## src/rtl/des_block_feeder_if.sv

```systemverilog
// Byte-stream handshake into the DES block feeder.
// master drives bytes; slave (the feeder) drives in_ready.
interface des_block_feeder_if;
  logic [7:0] in_byte;
  logic       in_valid;
  logic       in_last;
  logic       in_ready;

  modport master (
    output in_byte,
    output in_valid,
    output in_last,
    input  in_ready
  );

  modport slave (
    input  in_byte,
    input  in_valid,
    input  in_last,
    output in_ready
  );
endinterface

```

## src/rtl/des_block_feeder.sv

```systemverilog
// Packs a byte stream MSB-first into 64-bit DES blocks,
// launches DES_Cryp per block, owns the key and a hang timeout.
module des_block_feeder #(
  parameter int TIMEOUT_CYCLES = 64,
  parameter int CNT_W          = 16
) (
  input  logic                clk,
  input  logic                rst_n,
  des_block_feeder_if.slave   s,
  input  logic [63:0]         key_in,
  input  logic                key_load,
  output logic                des_cipher_en,
  output logic [63:0]         des_data,
  output logic [63:0]         des_key_in,
  input  logic                desc_ready,
  output logic                busy,
  output logic [CNT_W-1:0]    blk_count,
  output logic                timeout_err
);

  typedef enum logic [1:0] {
    FILL   = 2'd0,
    LAUNCH = 2'd1,
    WAIT   = 2'd2
  } state_t;

  state_t      state;
  state_t      state_nx;
  logic [55:0] shift_q;
  logic [2:0]  cnt_q;
  logic [15:0] timer_q;
  logic [63:0] pend_key;
  logic        pend_vld;

  logic        accept;
  logic [63:0] shift_in;
  logic        blk_done;
  logic [5:0]  pad_sh;
  logic        wait_ok;
  logic        wait_to;

  assign accept   = s.in_valid & s.in_ready;
  assign shift_in = {shift_q, s.in_byte};
  assign blk_done = accept & ((cnt_q == 3'd7) | s.in_last);
  // left-align a short block: drop (7-cnt) stale bytes
  assign pad_sh   = {3'd7 - cnt_q, 3'b000};
  assign wait_ok  = (state == WAIT) & (timer_q != 16'd0)
                  & desc_ready;
  assign wait_to  = (state == WAIT)
                  & (timer_q == 16'(TIMEOUT_CYCLES - 1));

  always_comb begin
    state_nx = state;
    unique case (state)
      FILL:    if (blk_done) state_nx = LAUNCH;
      LAUNCH:  state_nx = WAIT;
      WAIT:    if (wait_ok | wait_to) state_nx = FILL;
      default: state_nx = FILL;
    endcase
  end

  always_ff @(posedge clk or negedge rst_n) begin
    if (!rst_n) begin
      state         <= FILL;
      shift_q       <= '0;
      cnt_q         <= '0;
      timer_q       <= '0;
      pend_key      <= '0;
      pend_vld      <= 1'b0;
      s.in_ready    <= 1'b0;
      des_cipher_en <= 1'b0;
      des_data      <= '0;
      des_key_in    <= '0;
      busy          <= 1'b0;
      blk_count     <= '0;
      timeout_err   <= 1'b0;
    end else begin
      state         <= state_nx;
      s.in_ready    <= (state_nx == FILL);
      des_cipher_en <= (state_nx == LAUNCH);
      busy          <= (state_nx != FILL);
      unique case (state)
        FILL: begin
          timer_q <= '0;
          if (key_load) des_key_in <= key_in;
          if (accept) begin
            shift_q <= shift_in[55:0];
            cnt_q   <= blk_done ? 3'd0 : cnt_q + 3'd1;
          end
          if (blk_done) des_data <= shift_in << pad_sh;
        end
        LAUNCH: begin
          timer_q <= '0;
          if (key_load) begin
            pend_key <= key_in;
            pend_vld <= 1'b1;
          end
        end
        WAIT: begin
          timer_q <= timer_q + 16'd1;
          if (wait_ok)
            blk_count <= blk_count + CNT_W'(1);
          else if (wait_to)
            timeout_err <= 1'b1;
          if (key_load) begin
            pend_key <= key_in;
            pend_vld <= 1'b1;
          end
          // deferred key lands exactly as FILL resumes
          if (state_nx == FILL) begin
            if (key_load)
              des_key_in <= key_in;
            else if (pend_vld)
              des_key_in <= pend_key;
            pend_vld <= 1'b0;
          end
        end
        default: begin
          timer_q <= '0;
        end
      endcase
    end
  end

endmodule

```

## src/flat_wrapper.sv

```systemverilog
// flat-port wrapper written by rule: the top's interface ports become plain ports
module des_block_feeder_flat 
#(
  parameter int TIMEOUT_CYCLES = 64,
  parameter int CNT_W          = 16
)
  (clk, rst_n, key_in, key_load, des_cipher_en, des_data, des_key_in, desc_ready, busy, blk_count, timeout_err, s_in_byte, s_in_valid, s_in_last, s_in_ready);
  des_block_feeder_if s_i ();
  input  logic clk;
  input  logic rst_n;
  input  logic [63:0] key_in;
  input  logic key_load;
  output logic des_cipher_en;
  output logic [63:0] des_data;
  output logic [63:0] des_key_in;
  input  logic desc_ready;
  output logic busy;
  output logic [CNT_W-1:0] blk_count;
  output logic timeout_err;
  input wire logic [$bits(s_i.in_byte)-1:0] s_in_byte;
  input wire logic [$bits(s_i.in_valid)-1:0] s_in_valid;
  input wire logic [$bits(s_i.in_last)-1:0] s_in_last;
  output wire logic [$bits(s_i.in_ready)-1:0] s_in_ready;
  assign s_i.in_byte = s_in_byte;
  assign s_i.in_valid = s_in_valid;
  assign s_i.in_last = s_in_last;
  assign s_in_ready = s_i.in_ready;
  des_block_feeder #(.TIMEOUT_CYCLES(TIMEOUT_CYCLES), .CNT_W(CNT_W)) u_core (.clk(clk), .rst_n(rst_n), .s(s_i), .key_in(key_in), .key_load(key_load), .des_cipher_en(des_cipher_en), .des_data(des_data), .des_key_in(des_key_in), .desc_ready(desc_ready), .busy(busy), .blk_count(blk_count), .timeout_err(timeout_err));
endmodule
```

## config.mk

```make
export PLATFORM = sky130hd
export DESIGN_NAME = des_block_feeder_flat
export DESIGN_NICKNAME = d
export VERILOG_FILES = /design/src/rtl/des_block_feeder_if.sv /design/src/rtl/des_block_feeder.sv /design/src/flat_wrapper.sv
export SDC_FILE = /design/constraint.sdc
export NUM_CORES = 1
export LEC_CHECK = 0
export ABC_CLOCK_PERIOD_IN_PS = 5000
export CAP_MARGIN = 15
export CORE_MARGIN = 2
export CORE_UTILIZATION = 65
export DETAILED_ROUTE_END_ITERATION = 10
export DONT_BUFFER_PORTS = 1
export PLACE_DENSITY = 0.82
export SKIP_LAST_GASP = 1
export SYNTH_ARGS = -nofsm -noshare
export SYNTH_HDL_FRONTEND = slang
export SYNTH_SLANG_ARGS = --single-unit
```

## constraint.sdc

```tcl
create_clock -name clk -period 5 [get_ports clk]
set_input_delay 0.25 -clock clk [delete_from_list [all_inputs] [get_ports clk]]
set_output_delay 0.25 -clock clk [all_outputs]
set_load 0.1 [all_outputs]
```

==> impl_results.md <==
* Vias in the first global route at 10610
* Drt total wl at 35220 µm
* Post-synthesis cell count at 1205
* Max Fclk at 0.3090 GHz
* Initial antenna violation count at 1
* # hold bufs at CTS at 75
* Final setup viols at 0
* # port buffers at 0
* Layout cells sized above 1 at 24.72%
* Prevailing post-synth register cell: dfrtp_1
* Hpwl dp at 20530 µm
* Violated checks: negative hold slack
* Worst EP arrival at 3.65 ns
* # resized after CTS at 0
* Crit path top cell by count: inv_1
* CP cell instances: inv_1 > ha_2 > inv_1 > nor3b_2 > and2_4 > buf_4 > a2111oi_2
* Post-synth EDFFs at 0
* Slew Limit Fails at 0
* Fin crit share at 64.72%
* Cell taking the most area after synthesis: dfrtp_1
* Root buffer cell: clkbuf_16
* Worst Hold Class: input pin to asynchronous set/reset pin
* Area contributors post-synth: dfrtp_1 (50%), mux2_2 (11%), a2111oi_2 (6.2%)
* Die width at 153.1 µm
* DR top layer: met4
* WS Path Type: register to register
* Inserted Clock Buffers at 30
* CTS tree: done
* Pre-CTS WS at 1.794 ns
* Clock buffer depth at 3
* Ports at 226
* Critical-path top delay cell: and2_4
* Row count at 54
* Critical path startpoint category: register
* Crit Path Max Fanout at 49
* Inst Count DP at 1406
* Clock transition at path regs at 0.06 ns
* Yosys reg bits at 290
* WP data required at 5.41 ns
* DRT iter0 DRCs at 770
* Die Y at 153.1 µm
* Post-DR wirelength/cell at 22.94 µm
* Via-to-Cell Ratio at 6.754
* Post-Syn Area per Cell at 12.00 µm²
* Layout area overhead at 13.07%
* Clock sink total at 290
* Worst-margin pin slew at 1.132 ns
* Top-area cell type share of the netlist area at 50.19%
* Fin. Hold Viols at 290
* Fraction of registers with async set/reset at 100.0%
* Antenna Nets Post-Route at 0
* Setup bufs post-CTS at 0
* Hold Slack at -0.5915 ns
* CP endpoint kind: register
* Wl on met1 at 13830 µm
* H-tree Lvls at 1
* Worst setup margin at 1.764 ns
* First-pass GRT wire length at 56920 µm
* Synth Warn # at 0
* Max-cap violations at 0
* GR Overflow Total at 0
* Syn_nets at 1292
* Core area at 21820 µm²
* Fin cells at 1535
* Synth Cell Area at 14460 µm²
* DRC viols at 0
* WP buf/inv at 3
* Layout Nets at 1320
* CP max stage delay at 0.76 ns
* Worst setup skew after layout at 0.01633 ns
* Post-synthesis sequential area ratio at 50.19%
* Die footprint at 23450 µm²
* Setup TNS at 0 ns
* Status: complete, but fails checks
* Placer Congestion at 0.7776
* Pin count of the biggest net entering global routing at 291
* Layout fillers at 1374
* WL met3 at 3049 µm
* Cell family with most CP delay: simple AND/OR/NAND/NOR gates
* Worst-skew pair later-pin latency at 0.55 ns
* DR pass1 iterations at 9
* Post-route minimum period at 3.236 ns
* Via count at 10370
* Slew headroom at 24.24%
* Initial Util at 66.25%
* Yosys cell types at 49
* Unrepaired setup endpoints after global routing: no
* Tot GR Track Use at 29.58%
* Met2 wire length at 17440 µm
==> metal layers <==
| layer | up-vias | global-route usage, % |
|---|---|---|
| met5 | - | 0 |
| met4 | 0 | 8.466 |
| met3 | 73 | 8.251 |
| met2 | 455 | 48.87 |
| met1 | 5300 | 38.64 |
| li1 | 4539 | - |
==> cells by family after synthesis <==
family / after synthesis / share of synthesized area [%]
adder cells (fa/ha/maj): 9 / 0.7789
AND/OR/NAND/NOR: 342 / 10.96
buffers and inverters: 116 / 3.375
AO/OA/AOI/OAI: 171 / 11.80
XOR/XNOR: 28 / 1.696
flip-flops: 290 / 50.19
multiplexers: 249 / 21.19
==> per-stage QoR <==
| step | utilization (%) | instance area, µm² |
|---|---|---|
| after detailed placement | 66.78 | 14570 |
| after CTS | 74.89 | 16340 |
| after global placement | 66.78 | 14570 |
| final | 74.91 | 16350 |
| after global routing | 74.91 | 16350 |
| after floorplan | - | 14460 |
==> registers in the layout, summed over array words and instances, names as in the netlist <==
register / cells
u_core.s.in_ready: 1
u_core.timer_q: 16
u_core.state: 2
u_core.pend_key: 64
u_core.shift_q: 56
u_core.blk_count: 16
u_core.pend_vld: 1
u_core.des_data: 64
u_core.cnt_q: 3
u_core.timeout_err: 1
u_core.des_key_in: 64
u_core.des_cipher_en: 1
u_core.busy: 1
==> final timing paths <==
kind | from | end | slack [ns] | depth (start not counted)
worst max-delay path | u_core.state[0] | u_core.des_key_in[35] | 1.76 | 7
worst min-delay path | rst_n | u_core.pend_key[15] | -0.59 | 0
worst max register to register | u_core.state[0] | u_core.des_key_in[35] | 1.76 | 7
worst min register to register | u_core.timer_q[0] | u_core.timer_q[0] | 0.47 | 1
max in group asynchronous | rst_n | u_core.pend_key[37] | 5.21 | 0
min in group clk | key_in[12] | u_core.des_key_in[12] | 0.02 | 2
==> cell type report <==
class,count,area [µm²],area share (%)
diodes,1,2.502,0.01531
flip-flops and latches,290,7259,44.41
inverters,21,78.83,0.4822
multi-input cells,799,6765,41.39
clock buffers,43,910.9,5.572
repair buffers,91,870.8,5.327
well taps,280,350.3,2.143
clock inverters,10,108.9,0.6659
==> cells in the mapped netlist, types with 17 or more instances <==
library cell    n
dfrtp_1       290
clkbuf_1       82
nand2_1        42
mux2i_1        80
xnor2_1        17
a2111oi_2      60
a21oi_1        21
inv_1          21
mux4_2         32
mux2_2        137
nor3_1        132
o21ai_0        29
nor2_1        122
==> layout by cell type, fill, tap and decap left out, types with 5 or more instances in the layout <==
| cell type | count |
|---|---|
| nor3_1 | 132 |
| mux4_2 | 32 |
| a221oi_1 | 8 |
| nand4_1 | 6 |
| nor2_1 | 121 |
| a21oi_1 | 21 |
| a32o_1 | 8 |
| xnor2_1 | 17 |
| buf_4 | 16 |
| mux2i_1 | 80 |
| a22oi_1 | 8 |
| ha_1 | 8 |
| nand3_1 | 8 |
| dfrtp_1 | 288 |
| o21ai_0 | 29 |
| xor2_1 | 11 |
| dlygate4sd3_1 | 75 |
| a22o_1 | 16 |
| and3_1 | 7 |
| mux2_2 | 137 |
| a222oi_1 | 8 |
| a2111oi_2 | 60 |
| clkinv_2 | 5 |
| nand2_1 | 40 |
| inv_1 | 21 |
| clkbuf_8 | 9 |
| clkbuf_16 | 31 |
==> worst register-to-register path: stages (launching register included) <==
cell	delay, ns
dfrtp_1	0.41
inv_1	0.13
ha_2	0.49
inv_1	0.41
nor3b_2	0.29
and2_4	0.76
buf_4	0.49
a2111oi_2	0.14
Power is left out: the tool's default activity adds up to more than one toggle a clock period on the data nets, which glitch-free logic cannot reach.
